File: src/rtl/muldiv_seq.sv
// Iterative MULT/MULTU/DIV/DIVU unit with HI/LO registers and MTHI/MTLO access.
// Arithmetic ops take WIDTH+2 edges: latch, WIDTH shift steps, then sign fix and commit.
module muldiv_seq #(
  parameter int WIDTH = 32
) (
  input  logic             clk,
  input  logic             rst_n,
  input  logic             start,
  input  logic [5:0]       funct,
  input  logic [WIDTH-1:0] RA,
  input  logic [WIDTH-1:0] RB,
  output logic [WIDTH-1:0] hi,
  output logic [WIDTH-1:0] lo,
  output logic             busy,
  output logic             done,
  output logic             div_zero,
  output logic             stall
);

  localparam int CW = (WIDTH > 1) ? $clog2(WIDTH) : 1;

  typedef enum logic [1:0] {IDLE, RUN, FIX} state_t;

  state_t             state;
  logic [CW-1:0]      cnt;
  logic [2*WIDTH-1:0] acc;
  logic [WIDTH-1:0]   opnd;
  logic [WIDTH-1:0]   raw_a;
  logic               is_div, neg_q, neg_r, dz;

  // The eight HI/LO codes are 01x0xx; bit 3 separates arithmetic from move ops.
  logic known, arith, sgn, a_neg, b_neg;
  logic [WIDTH-1:0] a_mag, b_mag;
  assign known = (funct[5:4] == 2'b01) && !funct[2];
  assign arith = known && funct[3];
  assign sgn   = !funct[0];
  assign a_neg = sgn && RA[WIDTH-1];
  assign b_neg = sgn && RB[WIDTH-1];
  assign a_mag = a_neg ? -RA : RA;
  assign b_mag = b_neg ? -RB : RB;

  assign busy  = (state != IDLE);
  assign stall = busy && start && known;

  // acc holds {upper product, multiplier} for MUL and {remainder, quotient} for DIV.
  logic [WIDTH:0]     mul_sum, div_diff;
  logic [2*WIDTH-1:0] prod_fix;
  logic [WIDTH-1:0]   q_fix, r_fix;
  assign mul_sum  = {1'b0, acc[2*WIDTH-1:WIDTH]} + {1'b0, (acc[0] ? opnd : {WIDTH{1'b0}})};
  assign div_diff = acc[2*WIDTH-1:WIDTH-1] - {1'b0, opnd};
  assign prod_fix = neg_q ? -acc : acc;
  assign q_fix    = neg_q ? -acc[WIDTH-1:0] : acc[WIDTH-1:0];
  assign r_fix    = neg_r ? -acc[2*WIDTH-1:WIDTH] : acc[2*WIDTH-1:WIDTH];

  always_ff @(posedge clk or negedge rst_n) begin
    if (!rst_n) begin
      state    <= IDLE;
      cnt      <= '0;
      acc      <= '0;
      opnd     <= '0;
      raw_a    <= '0;
      is_div   <= 1'b0;
      neg_q    <= 1'b0;
      neg_r    <= 1'b0;
      dz       <= 1'b0;
      hi       <= '0;
      lo       <= '0;
      done     <= 1'b0;
      div_zero <= 1'b0;
    end else begin
      done     <= 1'b0;
      div_zero <= 1'b0;
      case (state)
        IDLE: begin
          if (start && arith) begin
            state  <= RUN;
            cnt    <= '0;
            is_div <= funct[1];
            neg_q  <= a_neg ^ b_neg;
            neg_r  <= a_neg;
            dz     <= funct[1] && (RB == '0);
            raw_a  <= RA;
            if (funct[1]) begin
              acc  <= {{WIDTH{1'b0}}, a_mag};
              opnd <= b_mag;
            end else begin
              acc  <= {{WIDTH{1'b0}}, b_mag};
              opnd <= a_mag;
            end
          end else if (start && known && funct[0]) begin
            if (funct[1]) lo <= RA;
            else          hi <= RA;
          end
        end
        RUN: begin
          if (is_div) begin
            acc[WIDTH-1:0] <= {acc[WIDTH-2:0], !div_diff[WIDTH]};
            acc[2*WIDTH-1:WIDTH] <= div_diff[WIDTH] ? acc[2*WIDTH-2:WIDTH-1]
                                                    : div_diff[WIDTH-1:0];
          end else begin
            acc <= {mul_sum, acc[WIDTH-1:1]};
          end
          cnt <= cnt + CW'(1);
          if (cnt == CW'(WIDTH - 1)) state <= FIX;
        end
        FIX: begin
          if (!is_div) begin
            hi <= prod_fix[2*WIDTH-1:WIDTH];
            lo <= prod_fix[WIDTH-1:0];
          end else if (dz) begin
            hi <= raw_a;
            lo <= {WIDTH{1'b1}};
          end else begin
            hi <= r_fix;
            lo <= q_fix;
          end
          done     <= 1'b1;
          div_zero <= is_div && dz;
          state    <= IDLE;
        end
        default: state <= IDLE;
      endcase
    end
  end

endmodule

File: config.mk
export PLATFORM = sky130hd
export DESIGN_NAME = muldiv_seq
export DESIGN_NICKNAME = d
export VERILOG_FILES = /design/src/rtl/muldiv_seq.sv
export SDC_FILE = /design/constraint.sdc
export NUM_CORES = 1
export LEC_CHECK = 0
export ABC_CLOCK_PERIOD_IN_PS = 7600
export BUFFER_PORTS_ARGS = -buffer_cell sky130_fd_sc_hd__buf_2
export CAP_MARGIN = 0
export CORE_MARGIN = 5
export CORE_UTILIZATION = 41
export CTS_BUF_LIST = sky130_fd_sc_hd__clkbuf_2
export DETAILED_ROUTE_END_ITERATION = 10
export GPL_TIMING_DRIVEN = 0
export PLACE_DENSITY = 0.64
export SYNTH_ARGS = -nofsm -noshare
export SYNTH_HDL_FRONTEND = slang
export SYNTH_SLANG_ARGS = --single-unit
File: constraint.sdc
create_clock -name clk -period 7.6 [get_ports clk]
set_input_delay 1.52 -clock clk [delete_from_list [all_inputs] [get_ports clk]]
set_output_delay 1.52 -clock clk [all_outputs]
set_load 0.02 [all_outputs]
# Yosys cells after proc, flatten, opt, wreduce, memory -nomap -nowiden

Index checks and enable logic that the tools add are counted.
W data, S select, Z words.

Output and inout bits: 68
Flip-flop bits (word level): 205
Input port bits: 73
Logic and storage cells: 87

Mux-type cells: 31
Reduce and logical (&&, ||, !) cells: 24
Equal/unequal tests: 10
$add $sub $neg: 8
Bitwise operators: 1

Operators with widths:

| cell                  | number |
|---|---|
| $mux W32              | 18 |
| $mux W64              | 3 |
| $neg A32 Y32          | 4 |
| $pmux W32 S2          | 2 |
| $pmux W64 S2          | 1 |
| $neg A64 Y64          | 1 |
| $add A32 B32 Y33      | 1 |
| $sub A33 B32 Y33      | 1 |
| $logic_not A32 Y1     | 1 |
| $ne A2 B2 Y1 const B  | 6 |
| $logic_and A1 B1 Y1   | 11 |
| $pmux W5 S2           | 1 |
| $reduce_and A4 Y1     | 2 |
| $reduce_and A2 Y1     | 3 |
| $reduce_bool A2 Y1    | 3 |
| $add A5 B1 Y5 const B | 1 |
| $eq A5 B5 Y1 const B  | 1 |
| $mux W5               | 1 |
| $eq A2 B1 Y1 const B  | 2 |
| $mux W2               | 2 |
| $pmux W2 S2           | 1 |
| $logic_not A1 Y1      | 3 |
| $eq A2 B2 Y1 const B  | 1 |
| $logic_not A2 Y1      | 1 |
| other kinds (2)       | 3 |

# Longest topological paths before layout

Gate-level depths: netlist of run 1.

Word-level depth: 7
Depth in mapped cells: 16

# Worst setup path before layout of run 1

No wires, ideal clock.

Kind: input port to flip-flop
From: input port RA[4]
To: register acc[29]
Buffers on the path: 1
Data required time: 7.463 ns
Cell stages on the path: 10
Path slack: 3.675 ns
Arrival time: 3.788 ns
Path through: clkbuf_1 or4_1 nor4b_2 nor3b_2 nand2_1 o41ai_2 xor2_1 a21oi_1 a211oi_1 a21oi_1

Cells in the longest elaborated chain, start to end: 5

RTL lines:

| item                            | line | source |
|---|---|---|
| from (decl)                     | 10   | `input logic [WIDTH-1:0] RA,` |
| $neg A32 Y32                    | 39   | `assign a_mag = a_neg ? -RA : RA;` |
| $mux W32                        | 39   |  |
| $mux W32                        | 83   | `if (funct[1]) begin` |
| $mux W64                        | 75   | `if (start && arith) begin` |
| $pmux W64 S2                    | 73   | `case (state)` |
| to (signal assigned)            | 84   | `acc <= {{WIDTH{1'b0}}, a_mag};` |
| to (signal assigned)            | 87   | `acc <= {{WIDTH{1'b0}}, b_mag};` |
| to (signal, indexed assignment) | 97   | `acc[WIDTH-1:0] <= {acc[WIDTH-2:0], !div_diff[WIDTH]};` |
| to (decl)                       | 26   | `logic [2*WIDTH-1:0] acc;` |

Every way passes these cells. The select of a mux whose other input is x is not followed.
A chain may end at the register's enable or synchronous reset.

# Worst setup path in the final report of run 1

From: register acc[0]
To: register acc[56]

Cells in the longest elaborated chain, start to end: 4

RTL lines:

| item             | line | source |
|---|---|---|
| $mux W32         | 49   | `assign mul_sum = {1'b0, acc[2*WIDTH-1:WIDTH]} + {1'b0, (acc[0] ? opnd : {WIDTH{1'b0}})};` |
| $add A32 B32 Y33 | 49   |  |
| $mux W64         | 96   | `if (is_div) begin` |
| $pmux W64 S2     | 73   |  |

Every way passes these cells.

==> metrics.md, run 1 <==
| Metric | Value |
|---|---|
| Top cell family by delay on the critical path | `compound AO/OA/AOI/OAI gates` |
| Die area | `45600 um2` |
| Crit path capture | `acc[56]$_DFFE_PN0P_` |
| Setup violators final | `0` |
| HP Start | `lo[29]$_DFFE_PN0P_` |
| Synth Register Bits | `~210` |
| DRC | `0` |
| Hold Vio Cnt, Final | `0` |
| Number of buffers created by CTS | `58` |
| Top cell type by total area after synthesis | `dfrtp_1` |
| Largest net degree at the start of global routing | `118` |
| Sink Count | `205` |
| Ports | `141` |
| Tmin final | `4.85 ns` |
| Initial antenna violation count | `6` |
| Post-DP HPWL | `56100 um` |
| Clock latency on the worst-skew pair | `1.08 ns` |
| Setup_tns | `0 ns` |
| DP Worst Slack | `2.42 ns` |
| Mapped Avg Cell Area | `7.82 um2` |
| Core Box Area | `40900 um2` |
| Initial DRT Pass Iterations | `7` |
| Worst R2R Start | `acc[0]$_DFFE_PN0P_` |
| Final core utilization | `46.2%` |
| Most frequent CP cell | `a21oi_1` |
| Met2 usage in global routing | `47.4%` |
| Max-cap viol count | `0` |
| Top_reg_cell synth | `dfrtp_1` |
| Placed Area | `approximately 18000 um2` |
| RePlAce Congestion | `1.02` |
| Met1 GRT Util | `approximately two fifths` |
| Hold Crit Class | `register to register` |
| Row count | `74` |
| Max-slew violation count | `0` |
| CP max-delay cell | `o41ai_1` |
| Vias in the first global route | `roughly 18000` |
| Share of async-settable or async-resettable flops after synthesis | `100%` |
| Detailed Route Iter0 Violations | `1765` |
| Busiest grt layer | `met2` |
| CP startpoint kind | `register` |
| Status | `finished clean` |
| Clock skew | `between 0.07 and 0.08 ns` |
| RSZ-0062 raised after global routing | `no` |
| Worst R2R End | `acc[56]$_DFFE_PN0P_` |
| Total wire length | `71800 um` |
| Starting Density | `41.5%` |
| Sequential Power Share | `24.3%` |
| Data arrival, critical path | `5.74 ns` |
| Post-CTS resize count | `0` |
| Synth warn | `0` |
| Sw frac | `52.0%` |
| WS Path Type | `register to register` |
| Vias post-DR | `between 15000 and 20000` |
| PwrDens | `381 nW/um2` |
| Post-synth net total | `2315` |
| CTS tree | `yes` |
| Post-Syn Instances | `2170` |
| Worst reg2reg path depth | `15` |
| Worst setup margin | `2.75 ns` |
| Pleak | `8.23 nW` |
| Clock Tree Root | `clkbuf_2` |
| Vias per inst | `6.09` |
| GRT met3 Usage | `8.13%` |
| CTS Buffer Depth | `3` |
| Worst-Margin Slew | `between 1 and 1.5 ns` |
| First-pass GRT wire length | `around 110000 um` |
| Hold_ws | `0.485 ns` |
| CP max stage delay | `roughly 0.63 ns` |
| Crit path cell chain | `clkbuf_1, inv_1, clkbuf_1, nor2_1, ha_1, a21oi_1, o21ai_0, o21bai_1, a21oi_1, o41ai_1, o21ai_1, a221o_1, a21oi_1, xor2_1, o221ai_1` |
| Seq/Total Area, Yosys | `a little under a third` |
| Relative slew slack | `30.1%` |
| Worst Path Buf+Inv | `3` |
| Netlist Area Pre-Place | `17000 um2` |
| R2R setup slack | `2.75 ns` |
| Comb pwr share | `63.3%` |
| CTS Hold Bufs | `0` |
| Layout cells sized above 1 | `11.4%` |
| Post-CTS Setup Inserts | `0` |
| Die W | `213 um` |
| Die Ht | `213 um` |
| All-Layer GR Usage | `30.7%` |
| Distinct cells, synth | `84` |
| WL/cell | `24.3 um` |
| Fmax achieved | `206 MHz` |
| Yosys top cell area share | `30.2%` |
| Period utilization | `63.8%` |
| Count of input and output buffers | `~130` |
| Switching power | `~3.7 mW` |
| CP Launch Point | `acc[0]$_DFFE_PN0P_` |
| Clock power share | `12.4%` |
| Worst VDD drop | `approximately 0.22 mV` |
| Post-route cell area | `18900 um2` |
| Crit Path Max Fanout | `10` |
| H-tree depth | `2` |
| Ranking of synthesized cells by area | `dfrtp_1 (30%), nand2_1 (6.9%), o21ai_0 (6.7%), xnor2_1 (5.7%), ha_1 (5.2%)` |
| Crit path required time | `8.49 ns` |
| Critical path capture point type | `register` |
| Number of synthesized flops with an enable pin | `0` |
| Crit path depth | `15` |
| Pint | `about 3.5 mW` |
| Total gr overflow | `0` |
| Area growth syn-to-layout | `11.4%` |
| Nets | `2510` |
| Antenna-violating nets left | `0` |
| CTS clk-pin slew, worst paths | `0.12 ns` |
Yosys cell counts, types with 24 or more instances:
library cell	count
a211oi_1	48
a21oi_1	157
xor2_1	96
mux2i_1	62
o211ai_1	39
nand2_1	311
a22oi_1	26
dfrtp_1	205
nor2_1	163
o22ai_1	36
clkbuf_1	131
inv_1	70
nor3_1	27
nand3_1	24
ha_1	70
o21ai_0	226
a21o_1	40
xnor2_1	110
power by group through the flow:
stage / clock (mW) / combinational (mW) / sequential (mW)
after floorplan: 0 / 3.18 / 1.70
after global placement: 0 / 4.41 / 1.75
after detailed placement: 0 / 4.45 / 1.76
after CTS: 0.900 / 4.48 / 1.74
after global routing: 0.957 / 4.99 / 1.78
final: 0.892 / 4.57 / 1.75
cell usage in the layout, fill, tap and decap left out, drive strengths merged, types with 5 or more instances in the layout:
cell type / instances
nand2: 312
o21ai: 239
clkbuf: 208
dfrtp: 205
buf: 168
nor2: 165
a21oi: 157
xnor2: 111
xor2: 96
inv: 70
ha: 70
mux2i: 62
a211oi: 48
a21o: 40
o211ai: 39
o22ai: 36
clkinv: 29
nor3: 27
a22oi: 26
nand3: 25
nand2b: 22
o31ai: 21
or3: 21
a31oi: 20
and3: 19
nor4: 19
nor2b: 14
or4: 14
and2: 11
a221oi: 11
o41ai: 11
nand4: 10
o221ai: 10
o21a: 7
o21bai: 7
or2: 6
a221o: 6
nand3b: 5
a2111oi: 5
tightest hold or removal path, delay by kind of cell (launching register included):
| family | cells | cell delay [ns] |
|---|---|---|
| DFF | 1 | 0.35 |
| AOI/OAI and AO/OA | 1 | 0.06 |
| and+or+nand+nor | 1 | 0.04 |
layout make-up:
| cell class | instances | area (um2) |
|---|---|---|
| inverters | 71 | 267 |
| plain buffers | 165 | 679 |
| well taps | 532 | 666 |
| multi-input cells | 1729 | 10900 |
| diodes | 4 | 10.0 |
| clock buffers | 76 | 380 |
| repair buffers | 135 | 708 |
| clock inverters | 30 | 175 |
| flip-flops and latches | 205 | 5130 |
| fillers | 4228 | 22000 |
cells by family after synthesis:
| kind of cell | Yosys count | synth area share (%) |
|---|---|---|
| xor gates and xnor gates | 207 | 10.7 |
| and+or+nand+nor | 686 | 18.9 |
| AOI/OAI and AO/OA | 701 | 25.5 |
| buffers and inverters | 236 | 5.57 |
| muxes | 63 | 3.72 |
| DFF | 205 | 30.2 |
| adders and majority gates | 72 | 5.40 |
metrics by stage:
step | total power [mW] | std cells
global route | 7.73 | 2947
floorplan | 4.88 | 2170
detailed placement | 6.21 | 2837
global placement | 6.16 | 2836
finish | 7.21 | 2947
CTS | 7.12 | 2943
worst min path at each step:
stage,to,depth (start not counted)
2_1_floorplan,raw_a[18]$_DFFE_PN0P_,2
3_3_place_gp,raw_a[5]$_DFFE_PN0P_,2
4_1_cts,raw_a[5]$_DFFE_PN0P_,2
5_1_grt,acc[43]$_DFFE_PN0P_,1
3_5_place_dp,raw_a[3]$_DFFE_PN0P_,2
6_report,lo[29]$_DFFE_PN0P_,2
registers in the layout (all words and copies together), names as in the netlist, 2 cells and up:
register,flops
acc,64
hi,32
lo,32
opnd,32
raw_a,32
cnt,5
state,2
routing by layer:
| metal | wire, um | vias up |
|---|---|---|
| met5 | 0 | - |
| met4 | 3080 | 0 |
| met3 | 6940 | 184 |
| met2 | 31900 | 923 |
| met1 | 29900 | 8664 |
| li1 | - | 8167 |
Power figures use the tool's default switching activity.
==> inputs of run 2 (changes only) <==
Settings changed: ABC_CLOCK_PERIOD_IN_PS 7600 to 4290, PLACE_DENSITY 0.64 to 0.66.
Clock period 7.6 ns to 4.29 ns, I/O delays scaled along.
==> metrics.md, run 2 (same netlist as run 1, synthesis figures left out) <==
| Metric | Value |
|---|---|
| Commonest non-fill, non-tap cell in the layout | `nand2_1` |
| Worst VDD drop | `0.300 mV` |
| Crit path required time | `5.14 ns` |
| CTS Buffer Depth | `3` |
| Clock latency on the worst-skew pair | `around 1.1 ns` |
| Core Box Area | `40900 um2` |
| Post-DP HPWL | `approximately 55000 um` |
| CTS tree | `yes` |
| Worst hold endpoint | `raw_a[5]$_DFFE_PN0P_` |
| Antenna-violating nets left | `0` |
| Die Ht | `roughly 210 um` |
| Pwr Total | `around 13 mW` |
| Area of the multi-input gates | `approximately 11000 um2` |
| Sw frac | `52.0%` |
| Area growth syn-to-layout | `11.2%` |
| Max-cap viol count | `0` |
| CTS clk-pin slew, worst paths | `0.09 ns` |
| Worst-Margin Slew | `1.23 ns` |
| Starting Density | `approximately two fifths` |
| H-tree depth | `2` |
| Detailed Route Iter0 Violations | `roughly 1900` |
| Hold Crit Depth | `3` |
| Clock power share | `approximately 11%` |
| Nets | `between 2000 and 3000` |
| HP Start | `RA[5]` |
| Total wire length | `70500 um` |
| CP startpoint kind | `register` |
| Status | `finished clean` |
| Largest Register | `acc` |
| First-pass GRT wire length | `103000 um` |
| Worst R2R Start | `acc[32]$_DFFE_PN0P_` |
| Die area | `45600 um2` |
| Fmax achieved | `~240 MHz` |
| RePlAce Congestion | `1.01` |
| Pint | `~6.0 mW` |
| Tmin final | `slightly above 4 ns` |
| Switching power | `between 6 and 7 mW` |
| Worst R2R End | `acc[35]$_DFFE_PN0P_` |
| Clock skew | `around 0.10 ns` |
| WS Path Type | `register to register` |
| Sequential Power Share | `24.6%` |
| Hold_ws | `0.133 ns` |
| Period utilization | `a little over nine tenths` |
| Most frequent cells in the layout | `nand2_1 (311), o21ai_0 (225), dfrtp_1 (205)` |
| Ports | `141` |
| Hold Vio Cnt, Final | `0` |
| Hold Crit Class | `input port to register` |
| Critical path capture point type | `register` |
| Sequential cell area | `5130 um2` |
| Largest net degree at the start of global routing | `between 90 and 100` |
| Pleak | `8.20 nW` |
| Data arrival, critical path | `4.99 ns` |
| Count of input and output buffers | `134` |
| Comb pwr share | `64.4%` |
| Vias in the first global route | `about 17000` |
| Max-slew violation count | `0` |
| # fillers | `4239` |
| Clock Tree Root | `clkbuf_2` |
| Total gr overflow | `0` |
| Initial antenna violation count | `4` |
| Initial DRT Pass Iterations | `6` |
| Vias per inst | `6.09` |
| Row count | `74` |
| Final core utilization | `46.1%` |
| Die W | `approximately 210 um` |
| RSZ-0062 raised after global routing | `no` |
| R2R setup slack | `0.15 ns` |
| Vias post-DR | `17900` |
| Crit Path Max Fanout | `10` |
| Setup violators final | `0` |
| Max reg flops | `64` |
| Relative slew slack | `17.5%` |
| PwrDens | `668 nW/um2` |
| All-Layer GR Usage | `29.8%` |
| Worst reg2reg path depth | `13` |
| Layout cells sized above 1 | `between 10% and 20%` |
| Number of buffers created by CTS | `56` |
| WL/cell | `24.0 um` |
| DRC | `0` |
| Sink Count | `205` |
[run 2: cell type report]
| cell class | instances | area share, % |
|---|---|---|
| inverters | 71 | 1.41 |
| flip-flops and latches | 205 | 27.2 |
| multi-input cells | 1729 | 57.8 |
| clock inverters | 13 | 0.325 |
| plain buffers | 164 | 3.63 |
| well taps | 532 | 3.53 |
| repair buffers | 140 | 4.07 |
| diodes | 4 | 0.0530 |
| clock buffers | 75 | 1.99 |
[run 2: critical path, stage by stage, from the launching register on]
cell and delay, ns:
dfrtp_1 0.58, inv_1 0.22, fa_1 0.47, nand2b_1 0.20, a21oi_1 0.24, a2111oi_0 0.15, o31a_1 0.41, o21ai_1 0.33
a41oi_1 0.25, xnor2_2 0.32, clkbuf_4 0.33, mux2i_1 0.21, a21oi_1 0.09, a21o_1 0.21
[run 2: power by group through the flow]
stage | clock network [mW] | logic, mW | registers [mW]
after floorplan | 0 | 5.64 | 3.01
after global placement | 0 | 7.74 | 3.10
after detailed placement | 0 | 7.83 | 3.12
after CTS | 1.40 | 7.91 | 3.08
after global routing | 1.50 | 8.79 | 3.16
final | 1.39 | 8.12 | 3.10
[run 2: worst max-delay path by stage]
stage / cells after the start / end / from
2_1_floorplan: 15 / acc[56]$_DFFE_PN0P_ / acc[0]$_DFFE_PN0P_
3_3_place_gp: 1 / lo[6]$_DFFE_PN0P_ / rst_n
3_5_place_dp: 15 / acc[56]$_DFFE_PN0P_ / acc[0]$_DFFE_PN0P_
4_1_cts: 14 / acc[62]$_DFFE_PN0P_ / acc[0]$_DFFE_PN0P_
5_1_grt: 14 / acc[50]$_DFFE_PN0P_ / acc[31]$_DFFE_PN0P_
6_report: 13 / acc[35]$_DFFE_PN0P_ / acc[32]$_DFFE_PN0P_
[run 2: routing by layer]
metal / wire (um) / global-route usage, %
met1: 28900 / 40.3
met2: 30800 / 45.2
met3: 7710 / 8.46
met4: 3160 / 12.3
met5: 0 / 0
[run 2: metrics by stage]
step	setup WS [ns]	setup TNS [ns]	instance area (um2)	std cells
after floorplan	0.730	0	17000	2170
after global placement	-1.29	-260.02	18300	2836
after detailed placement	-0.301	-1.06	18400	2838
after CTS	0.0938	0	18800	2929
after global routing	0.00963	0	18900	2933
final	0.149	0	18900	2933
[run 2: repair_timing]
| item | in CTS | in global routing |
|---|---|---|
| resized for setup | 4 | 9 |
| setup buffers | 2 | 1 |
| endpoints found under the hold margin | 40 | 0 |
| pin swaps | 1 | 1 |
| endpoints found under the setup margin | 10 | 9 |
| hold buffers | 1 | 0 |
